==> config.mk <==
export PLATFORM = sky130hd
export DESIGN_NAME = matrix_result_collector_flat
export DESIGN_NICKNAME = d
export VERILOG_FILES = /design/src/rtl/matrix_pkg.sv /design/src/rtl/matrix_result_collector_if.sv /design/src/rtl/matrix_regfile.sv /design/src/rtl/matrix_result_collector.sv /design/src/flat_wrapper.sv
export SDC_FILE = /design/constraint.sdc
export NUM_CORES = 1
export LEC_CHECK = 0
export ABC_AREA = 1
export CORE_UTILIZATION = 50
export DETAILED_ROUTE_END_ITERATION = 7
export GPL_TIMING_DRIVEN = 1
export PLACE_DENSITY = 0.67
export SLEW_MARGIN = 20
export SYNTH_ARGS = -nofsm -noshare
export SYNTH_HDL_FRONTEND = slang
export SYNTH_SLANG_ARGS = --single-unit
==> constraint.sdc <==
create_clock -name clk -period 46.6 [get_ports clk]
set_input_delay 11.65 -clock clk [delete_from_list [all_inputs] [get_ports clk]]
set_output_delay 11.65 -clock clk [all_outputs]
set_load 0.05 [all_outputs]
==> src/rtl/matrix_pkg.sv <==
// matrix_pkg: shared types and constants for the matrix result collector.
// Holds the collector FSM state encoding, the default geometry and the
// helper that sizes row/column counters from the matrix dimension.
package matrix_pkg;

  // Collector FSM states
  typedef enum logic [1:0] {
    IDLE    = 2'd0,
    COLLECT = 2'd1,
    DRAIN   = 2'd2
  } state_e;

  // Default geometry: 4x4 matrix of IEEE-754 singles, 5-bit index fields
  localparam int MAT_M      = 4;
  localparam int MAT_IDX_W  = 5;
  localparam int MAT_DATA_W = 32;

  // Bits needed to address 0..m-1, never less than one bit
  function automatic int idx_bits(input int m);
    if (m > 1) begin
      return $clog2(m);
    end else begin
      return 1;
    end
  endfunction

endpackage

==> src/rtl/matrix_result_collector_if.sv <==
// matrix_result_collector_if: result-capture handshake from the multiplier,
// drain stream towards the consumer, and collector status.
// The slave modport is the collector's view; master is the environment's.
interface matrix_result_collector_if
  import matrix_pkg::*;
#(
  parameter int IDX_W  = MAT_IDX_W,
  parameter int DATA_W = MAT_DATA_W
);

  // control
  logic              start;
  logic              mm_done;
  // capture side
  logic [DATA_W-1:0] z_in;
  logic [IDX_W-1:0]  z_i;
  logic [IDX_W-1:0]  z_j;
  logic              z_stb;
  logic              z_ack;
  // drain side
  logic [DATA_W-1:0] out_data;
  logic [IDX_W-1:0]  out_row;
  logic [IDX_W-1:0]  out_col;
  logic              out_valid;
  logic              out_ready;
  logic              out_last;
  // status
  logic              busy;
  logic [15:0]       wr_count;
  logic              idx_err;

  modport slave (
    input  start, mm_done, z_in, z_i, z_j, z_stb, out_ready,
    output z_ack, out_data, out_row, out_col, out_valid, out_last,
           busy, wr_count, idx_err
  );

  modport master (
    output start, mm_done, z_in, z_i, z_j, z_stb, out_ready,
    input  z_ack, out_data, out_row, out_col, out_valid, out_last,
           busy, wr_count, idx_err
  );

endinterface

==> src/rtl/matrix_regfile.sv <==
// matrix_regfile: M x M x DATA_W register-file image of the result matrix.
// One synchronous write port, one combinational read port, synchronous
// clear-all and asynchronous reset to zero. Writes outside the M x M
// footprint (possible for non power-of-two M) are dropped.
module matrix_regfile
  import matrix_pkg::*;
#(
  parameter int M      = MAT_M,
  parameter int DATA_W = MAT_DATA_W,
  parameter int AW     = idx_bits(M)
) (
  input  logic              clk,
  input  logic              rst,
  input  logic              clr,
  input  logic              we,
  input  logic [AW-1:0]     wr_row,
  input  logic [AW-1:0]     wr_col,
  input  logic [DATA_W-1:0] wr_data,
  input  logic [AW-1:0]     rd_row,
  input  logic [AW-1:0]     rd_col,
  output logic [DATA_W-1:0] rd_data
);

  localparam int DEPTH = M * M;
  localparam int LW    = idx_bits(DEPTH);

  logic [DATA_W-1:0] mem_r [DEPTH];
  logic [LW-1:0]     wr_addr_s;
  logic [LW-1:0]     rd_addr_s;
  logic              wr_ok_s;

  assign wr_addr_s = LW'(wr_row) * LW'(M) + LW'(wr_col);
  assign rd_addr_s = LW'(rd_row) * LW'(M) + LW'(rd_col);
  assign wr_ok_s   = we && ({1'b0, wr_row} < (AW+1)'(M))
                        && ({1'b0, wr_col} < (AW+1)'(M));
  assign rd_data   = mem_r[rd_addr_s];

  // Storage: reset/clear wipe the whole image, otherwise single-word write
  always_ff @(posedge clk or posedge rst) begin
    if (rst) begin
      for (int k = 0; k < DEPTH; k++) begin
        mem_r[k] <= {DATA_W{1'b0}};
      end
    end else if (clr) begin
      for (int k = 0; k < DEPTH; k++) begin
        mem_r[k] <= {DATA_W{1'b0}};
      end
    end else if (wr_ok_s) begin
      mem_r[wr_addr_s] <= wr_data;
    end
  end

endmodule

==> src/rtl/matrix_result_collector.sv <==
// matrix_result_collector: captures indexed result words from the
// sequential matrix multiplier into an M x M image (last write per element
// wins) and, on the multiplier's done pulse, streams the matrix out
// row-major over a valid/ready port.
// Optional feature macro: MATRIX_COLLECT_RANGE_CHECK_EN -- when defined,
// out-of-range indices are acked but not written and raise sticky idx_err;
// when undefined, indices are truncated and idx_err is tied low.
module matrix_result_collector
  import matrix_pkg::*;
#(
  parameter int M      = MAT_M,
  parameter int IDX_W  = MAT_IDX_W,
  parameter int DATA_W = MAT_DATA_W
) (
  input logic                      clk,
  input logic                      rst,
  matrix_result_collector_if.slave bus
);

  localparam int               AW      = idx_bits(M);
  localparam logic [IDX_W-1:0] MAX_IDX = IDX_W'(M - 1);
  localparam logic [AW-1:0]    LAST_RC = AW'(M - 1);

  state_e            state_r;
  state_e            next_state_s;

  logic              z_ack_r;
  logic [15:0]       wr_count_r;
  logic              out_valid_r;
  logic              out_last_r;
  logic [DATA_W-1:0] out_data_r;
  logic [AW-1:0]     row_r;
  logic [AW-1:0]     col_r;

  logic              busy_s;
  logic              clr_s;
  logic              cap_s;
  logic              wr_en_s;
  logic              drain_go_s;
  logic              fire_s;
  logic              last_s;
  logic              last_fire_s;
  logic [AW-1:0]     wr_row_s;
  logic [AW-1:0]     wr_col_s;
  logic [AW-1:0]     nxt_row_s;
  logic [AW-1:0]     nxt_col_s;
  logic [AW-1:0]     rd_row_s;
  logic [AW-1:0]     rd_col_s;
  logic [DATA_W-1:0] rd_data_s;
  logic [DATA_W-1:0] first_data_s;

  // Write address is the low index bits; with range checking enabled an
  // in-range index has no upper bits set, so both builds share this path.
  assign wr_row_s = bus.z_i[AW-1:0];
  assign wr_col_s = bus.z_j[AW-1:0];

`ifdef MATRIX_COLLECT_RANGE_CHECK_EN
  logic in_range_s;
  logic idx_err_r;

  assign in_range_s  = (bus.z_i <= MAX_IDX) && (bus.z_j <= MAX_IDX);
  assign wr_en_s     = cap_s && in_range_s;
  assign bus.idx_err = idx_err_r;

  // Sticky index error: set by an out-of-range capture, cleared by start
  always_ff @(posedge clk or posedge rst) begin
    if (rst) begin
      idx_err_r <= 1'b0;
    end else if (clr_s) begin
      idx_err_r <= 1'b0;
    end else if (cap_s && !in_range_s) begin
      idx_err_r <= 1'b1;
    end
  end
`else
  logic unused_idx_s;

  // Upper index bits are deliberately discarded in the truncating build
  assign unused_idx_s = ^{bus.z_i, bus.z_j, MAX_IDX};
  assign wr_en_s      = cap_s;
  assign bus.idx_err  = 1'b0;
`endif

  // FSM state register
  always_ff @(posedge clk or posedge rst) begin
    if (rst) begin
      state_r <= IDLE;
    end else begin
      state_r <= next_state_s;
    end
  end

  // FSM next-state decode
  always_comb begin
    next_state_s = state_r;
    case (state_r)
      IDLE: begin
        if (bus.start) next_state_s = COLLECT;
        else           next_state_s = IDLE;
      end
      COLLECT: begin
        if (bus.mm_done) next_state_s = DRAIN;
        else             next_state_s = COLLECT;
      end
      DRAIN: begin
        if (last_fire_s) next_state_s = IDLE;
        else             next_state_s = DRAIN;
      end
      default: next_state_s = IDLE;
    endcase
  end

  // FSM output decode; a capture is blocked while the previous ack is high
  always_comb begin
    busy_s     = 1'b0;
    clr_s      = 1'b0;
    cap_s      = 1'b0;
    drain_go_s = 1'b0;
    fire_s     = 1'b0;
    case (state_r)
      IDLE: begin
        clr_s = bus.start;
      end
      COLLECT: begin
        busy_s     = 1'b1;
        cap_s      = bus.z_stb && !z_ack_r;
        drain_go_s = bus.mm_done;
      end
      DRAIN: begin
        busy_s = 1'b1;
        fire_s = out_valid_r && bus.out_ready;
      end
      default: begin
        busy_s = 1'b0;
      end
    endcase
  end

  assign last_s      = (row_r == LAST_RC) && (col_r == LAST_RC);
  assign last_fire_s = fire_s && last_s;

  // Drain position following the current one (row-major, column wraps first)
  always_comb begin
    if (col_r == LAST_RC) begin
      nxt_col_s = {AW{1'b0}};
      nxt_row_s = row_r + AW'(1);
    end else begin
      nxt_col_s = col_r + AW'(1);
      nxt_row_s = row_r;
    end
  end

  // Read port looks one element ahead during drain, element (0,0) otherwise
  always_comb begin
    if (state_r == DRAIN) begin
      rd_row_s = nxt_row_s;
      rd_col_s = nxt_col_s;
    end else begin
      rd_row_s = {AW{1'b0}};
      rd_col_s = {AW{1'b0}};
    end
  end

  // A capture to (0,0) on the same edge as done must appear as the first word
  always_comb begin
    if (wr_en_s && (wr_row_s == {AW{1'b0}}) && (wr_col_s == {AW{1'b0}})) begin
      first_data_s = bus.z_in;
    end else begin
      first_data_s = rd_data_s;
    end
  end

  matrix_regfile #(
    .M      (M),
    .DATA_W (DATA_W),
    .AW     (AW)
  ) u_regfile (
    .clk     (clk),
    .rst     (rst),
    .clr     (clr_s),
    .we      (wr_en_s),
    .wr_row  (wr_row_s),
    .wr_col  (wr_col_s),
    .wr_data (bus.z_in),
    .rd_row  (rd_row_s),
    .rd_col  (rd_col_s),
    .rd_data (rd_data_s)
  );

  // Capture handshake: one-cycle ack per capture, saturating capture count
  always_ff @(posedge clk or posedge rst) begin
    if (rst) begin
      z_ack_r    <= 1'b0;
      wr_count_r <= 16'h0000;
    end else begin
      z_ack_r <= cap_s;
      if (clr_s) begin
        wr_count_r <= 16'h0000;
      end else if (wr_en_s && (wr_count_r != 16'hFFFF)) begin
        wr_count_r <= wr_count_r + 16'h0001;
      end
    end
  end

  // Drain stream: load (0,0) on done, advance on each accepted word
  always_ff @(posedge clk or posedge rst) begin
    if (rst) begin
      out_valid_r <= 1'b0;
      out_last_r  <= 1'b0;
      out_data_r  <= {DATA_W{1'b0}};
      row_r       <= {AW{1'b0}};
      col_r       <= {AW{1'b0}};
    end else if (drain_go_s) begin
      out_valid_r <= 1'b1;
      out_last_r  <= (M == 1);
      out_data_r  <= first_data_s;
      row_r       <= {AW{1'b0}};
      col_r       <= {AW{1'b0}};
    end else if (fire_s) begin
      if (last_s) begin
        out_valid_r <= 1'b0;
        out_last_r  <= 1'b0;
        out_data_r  <= {DATA_W{1'b0}};
        row_r       <= {AW{1'b0}};
        col_r       <= {AW{1'b0}};
      end else begin
        out_valid_r <= 1'b1;
        out_last_r  <= (nxt_row_s == LAST_RC) && (nxt_col_s == LAST_RC);
        out_data_r  <= rd_data_s;
        row_r       <= nxt_row_s;
        col_r       <= nxt_col_s;
      end
    end
  end

  assign bus.z_ack     = z_ack_r;
  assign bus.wr_count  = wr_count_r;
  assign bus.busy      = busy_s;
  assign bus.out_valid = out_valid_r;
  assign bus.out_last  = out_last_r;
  assign bus.out_data  = out_data_r;
  assign bus.out_row   = IDX_W'(row_r);
  assign bus.out_col   = IDX_W'(col_r);

endmodule
==> src/flat_wrapper.sv <==
// flat-port wrapper written by rule: the top's interface ports become plain ports
module matrix_result_collector_flat import matrix_pkg::*;
#(
  parameter int M      = MAT_M,
  parameter int IDX_W  = MAT_IDX_W,
  parameter int DATA_W = MAT_DATA_W
)
  (clk, rst, bus_start, bus_mm_done, bus_z_in, bus_z_i, bus_z_j, bus_z_stb, bus_out_ready, bus_z_ack, bus_out_data, bus_out_row, bus_out_col, bus_out_valid, bus_out_last, bus_busy, bus_wr_count, bus_idx_err);
  matrix_result_collector_if #(.IDX_W(IDX_W), .DATA_W(DATA_W)) bus_i ();
  input logic clk;
  input logic rst;
  input wire logic [$bits(bus_i.start)-1:0] bus_start;
  input wire logic [$bits(bus_i.mm_done)-1:0] bus_mm_done;
  input wire logic [$bits(bus_i.z_in)-1:0] bus_z_in;
  input wire logic [$bits(bus_i.z_i)-1:0] bus_z_i;
  input wire logic [$bits(bus_i.z_j)-1:0] bus_z_j;
  input wire logic [$bits(bus_i.z_stb)-1:0] bus_z_stb;
  input wire logic [$bits(bus_i.out_ready)-1:0] bus_out_ready;
  output wire logic [$bits(bus_i.z_ack)-1:0] bus_z_ack;
  output wire logic [$bits(bus_i.out_data)-1:0] bus_out_data;
  output wire logic [$bits(bus_i.out_row)-1:0] bus_out_row;
  output wire logic [$bits(bus_i.out_col)-1:0] bus_out_col;
  output wire logic [$bits(bus_i.out_valid)-1:0] bus_out_valid;
  output wire logic [$bits(bus_i.out_last)-1:0] bus_out_last;
  output wire logic [$bits(bus_i.busy)-1:0] bus_busy;
  output wire logic [$bits(bus_i.wr_count)-1:0] bus_wr_count;
  output wire logic [$bits(bus_i.idx_err)-1:0] bus_idx_err;
  assign bus_i.start = bus_start;
  assign bus_i.mm_done = bus_mm_done;
  assign bus_i.z_in = bus_z_in;
  assign bus_i.z_i = bus_z_i;
  assign bus_i.z_j = bus_z_j;
  assign bus_i.z_stb = bus_z_stb;
  assign bus_i.out_ready = bus_out_ready;
  assign bus_z_ack = bus_i.z_ack;
  assign bus_out_data = bus_i.out_data;
  assign bus_out_row = bus_i.out_row;
  assign bus_out_col = bus_i.out_col;
  assign bus_out_valid = bus_i.out_valid;
  assign bus_out_last = bus_i.out_last;
  assign bus_busy = bus_i.busy;
  assign bus_wr_count = bus_i.wr_count;
  assign bus_idx_err = bus_i.idx_err;
  matrix_result_collector #(.M(M), .IDX_W(IDX_W), .DATA_W(DATA_W)) u_core (.clk(clk), .rst(rst), .bus(bus_i));
endmodule
==> flow_results.xml <==
<?xml version="1.0" encoding="UTF-8"?>
<metrics>
  <group name="layout">
    <metric name="layout.nets" unit="">3321</metric>
    <metric name="final_layout_size_suffix_gt1_share" unit="%">5.04</metric>
    <metric name="insertedDiodeCount" unit="">0</metric>
    <metric name="layout.filler_cells" unit="">4797</metric>
    <metric name="utilization" unit="%">56.4</metric>
    <metric name="synth_to_layout_area_growth" unit="%">10.9</metric>
    <metric name="layout_commonest_cell" unit="">sky130_fd_sc_hd__nand3_1</metric>
    <metric name="most_frequent_cells_in_the_layout" unit="">sky130_fd_sc_hd__nand3_1 (755), sky130_fd_sc_hd__dfrtp_1 (569), sky130_fd_sc_hd__inv_1 (564)</metric>
  </group>
  <group name="timing">
    <metric name="tns" unit="ns">0</metric>
    <metric name="share_of_the_clock_period_used_by_the_worst_path_after_layout" unit="%">31.0</metric>
    <metric name="final-setup-viol-count" unit="">0</metric>
    <metric name="report.final.slew_viol_count" unit="">0</metric>
    <metric name="max_freq" unit="GHz">0.0693</metric>
    <metric name="final_worst_setup_slack" unit="ns">32.18</metric>
    <metric name="max-slew-margin-rel" unit="%">17.2</metric>
    <metric name="worst-slew-pin-transition" unit="ns">1.24</metric>
    <metric name="hold_viol" unit="">0</metric>
    <metric name="clock-skew-final" unit="ns">0.0221</metric>
    <metric name="rsz0062_at_grt" unit="">false</metric>
    <metric name="final_period_minus_worst_setup_slack" unit="ns">14.42</metric>
  </group>
  <group name="setup_path">
    <metric name="worst-setup-path-type" unit="">primary input to flip-flop</metric>
    <metric name="cp_data_arrival_time" unit="ns">14.90</metric>
    <metric name="worst_ep_required_time" unit="ns">47.07</metric>
    <metric name="critical_path.slowest_cell" unit="">sky130_fd_sc_hd__nand2_1</metric>
    <metric name="crit_chain" unit="">clkdlybuf4s50_1 -&gt; nand2_1 -&gt; nor2_4 -&gt; nand4_1 -&gt; buf_4 -&gt; nand2_1 -&gt; buf_4 -&gt; o22ai_1</metric>
    <metric name="startpoint" unit="">bus_z_stb</metric>
    <metric name="cp_num_buf_inv" unit="">3</metric>
    <metric name="critical_path.max_stage_delay" unit="ns">0.84</metric>
    <metric name="critical_path.endpoint_type" unit="">flip-flop</metric>
    <metric name="critPathLaunchType" unit="">primary input</metric>
    <metric name="worst-path-max-fanout" unit="">33</metric>
    <metric name="crit-reg2reg-launch" unit="">u_core.col_r[0]</metric>
    <metric name="critical-path-top-delay-family" unit="">simple AND/OR/NAND/NOR gates</metric>
  </group>
  <group name="routing">
    <metric name="postRouteAntennaNets" unit="">0</metric>
    <metric name="detailedRoute.firstPassIterationCount" unit="">7</metric>
    <metric name="vias_per_cell" unit="">6.28</metric>
    <metric name="vias" unit="">25200</metric>
    <metric name="drc" unit="">0</metric>
    <metric name="avgRoutedWirePerCell" unit="um">22.9</metric>
    <metric name="drtIter0Drc" unit="">3521</metric>
    <metric name="route.final.wire_length" unit="mm">91.8</metric>
  </group>
  <group name="clocking">
    <metric name="cts.sink_count" unit="">569</metric>
    <metric name="post_cts_buffers" unit="">0</metric>
    <metric name="worstSkewPairLatency" unit="ns">0.64</metric>
    <metric name="ctsRootBufferMaster" unit="">sky130_fd_sc_hd__clkbuf_16</metric>
    <metric name="cts.repair.resized" unit="">0</metric>
    <metric name="tritoncts" unit="">done</metric>
    <metric name="cts.clk_slew.worst_paths" unit="ns">0.06</metric>
    <metric name="tritoncts.num_buffers" unit="">57</metric>
    <metric name="ctsLongestPathBuffers" unit="">3</metric>
    <metric name="cts-htree-levels" unit="">2</metric>
    <metric name="cts_hold_repair.buffers" unit="">0</metric>
  </group>
  <group name="global_routing">
    <metric name="maximum_number_of_pins_on_one_net_before_global_route_repair" unit="">202</metric>
    <metric name="grt_util_all_layers" unit="%">32.6</metric>
    <metric name="antenna_violations_before_repair" unit="">1</metric>
    <metric name="grt_first_pass_wirelength" unit="mm">143</metric>
    <metric name="congestion_overflow_gr" unit="">0</metric>
    <metric name="grt_pass1_vias" unit="">24700</metric>
  </group>
  <group name="die">
    <metric name="die_area" unit="mm^2">0.0559</metric>
    <metric name="floorplan.io_pins" unit="">111</metric>
    <metric name="floorplan.initialDensity" unit="%">50.9</metric>
    <metric name="placementRows" unit="">85</metric>
    <metric name="die_w" unit="um">236</metric>
    <metric name="placeableCoreArea" unit="mm^2">0.0540</metric>
    <metric name="height_of_the_die" unit="um">236</metric>
  </group>
  <group name="job">
    <metric name="drv_cap" unit="">0</metric>
  </group>
  <group name="place">
    <metric name="buffer_ports.inserted" unit="">97</metric>
    <metric name="dp_hpwl" unit="mm">48.3</metric>
    <metric name="globalplace.congestion" unit="">0.946</metric>
    <metric name="preCtsSetupSlack" unit="ns">31.73</metric>
  </group>
  <group name="pwr">
    <metric name="static-leakage-power" unit="nW">14.5</metric>
    <metric name="total_power" unit="W">0.00166</metric>
    <metric name="p_seq_share" unit="%">32.8</metric>
    <metric name="power.density_cell_area" unit="mW/mm^2">54.5</metric>
    <metric name="p_comb_share" unit="%">36.7</metric>
    <metric name="power_frac_clock" unit="%">30.5</metric>
    <metric name="internal_power" unit="W">0.000983</metric>
    <metric name="netSwitchingFraction" unit="%">40.8</metric>
    <metric name="net_switching_component_of_the_power" unit="W">0.000677</metric>
    <metric name="vdd_ir_drop_max" unit="mV">0.0512</metric>
  </group>
  <group name="logic_synthesis">
    <metric name="average_cell_area_after_synthesis" unit="um^2">8.21</metric>
    <metric name="synthesis_stage_register_bit_count" unit="">569</metric>
    <metric name="yosys_warnings" unit="">0</metric>
    <metric name="postSynthCellCount" unit="">3346</metric>
    <metric name="synth_sequential_area_ratio" unit="%">51.8</metric>
    <metric name="synth_cell_type_count" unit="">30</metric>
    <metric name="synth.cell_area" unit="mm^2">0.0275</metric>
  </group>
  <group name="worst_hold_path">
    <metric name="hp-start" unit="">u_core.u_regfile.mem_r[61]</metric>
    <metric name="worst_hold_path_type" unit="">flip-flop to flip-flop</metric>
  </group>
  <group name="run_status">
    <metric name="run_status" unit="">complete, no violations</metric>
  </group>
</metrics>
-- cell usage after synthesis (all sizes together) --
library cell | count | area, um^2
nor3 | 6 | 52.6
nand3 | 755 | 3780
or2 | 2 | 12.5
inv | 570 | 2140
nand4 | 19 | 119
a21oi | 2 | 10.0
o22ai | 502 | 3140
clkbuf | 111 | 417
conb | 1 | 3.75
clkinv | 1 | 3.75
nand2 | 514 | 1950
dfrtp | 569 | 14200
o21ai | 59 | 295
xnor2 | 2 | 25.0
xor2 | 8 | 70.1
nor2 | 33 | 154
o21bai | 1 | 7.51
ha | 8 | 100
buf | 183 | 972
-- final cells by class --
type                    count  area, um^2  share of cell area [%]
repair buffers            148        1380                    4.53
multi-input cells        1918        9790                    32.1
inverters                 571        2150                    7.06
clock buffers              87        1700                    5.58
flip-flops and latches    569       14200                    46.7
clock inverters            18         355                    1.17
well taps                 696         871                    2.86
-- sequential cells by signal (all words and copies together), names as in the netlist --
signal,cells
u_core.u_regfile.mem_r,512
u_core.bus.out_data,32
u_core.bus.wr_count,16
u_core.col_r,2
u_core.row_r,2
u_core.state_r,2
u_core.bus.out_last,1
u_core.bus.out_valid,1
u_core.bus.z_ack,1
-- power by group through the flow --
stage          sequential, W  combinational (W)  clock [W]
3_5_place_dp        0.000552           0.000591          0
2_1_floorplan       0.000591           0.000380          0
4_1_cts             0.000543           0.000593   0.000510
6_report            0.000544           0.000610   0.000507
5_1_grt             0.000546           0.000648   0.000529
3_3_place_gp        0.000551           0.000585          0
-- final timing paths --
kind	endpoint	slack (ns)	depth (start not counted)
min reg2reg	u_core.u_regfile.mem_r[61]	0.52	2
min	u_core.u_regfile.mem_r[61]	0.52	2
min in group asynchronous	u_core.bus.out_data[26]	11.56	2
max reg2reg	u_core.bus.out_data[15]	41.98	13
max in group asynchronous	u_core.u_regfile.mem_r[262]	32.72	4
max	u_core.u_regfile.mem_r[109]	32.18	8
-- metrics by stage --
stage	std cells	cell area, um^2	hold slack, ns
6_report	4007	30500	0.522
5_1_grt	4007	30500	0.529
4_1_cts	4007	30500	0.522
3_5_place_dp	3902	28400	0.509
3_3_place_gp	3902	28400	0.496
2_1_floorplan	3352	27500	0.490
-- routing by layer --
layer / GRT usage [%] / vias up / share of wire [%]
met5: 0 / - / 0.014
met4: 11.9 / 2 / 3.1
met3: 7.15 / 255 / 12
met2: 50.2 / 1627 / 45
met1: 45.5 / 12300 / 40
li1: - / 11000 / -
-- tightest hold or removal path, delay by kind of cell (launching register included) --
kind / cells / cell delay [ns]
buffers and inverters: 1 / 0.05
AO/OA/AOI/OAI: 1 / 0.11
flip-flops: 1 / 0.32
-- cells by family after synthesis --
group | after synthesis | synth area share, %
AND/OR/NAND/NOR | 1329 | 22.1
XOR/XNOR | 10 | 0.346
flip-flops | 569 | 51.8
buffers and inverters | 865 | 12.9
adder cells (fa/ha/maj) | 8 | 0.364
AO/OA/AOI/OAI | 564 | 12.6
other | 1 | 0.0136
Power figures use the tool's default switching activity.
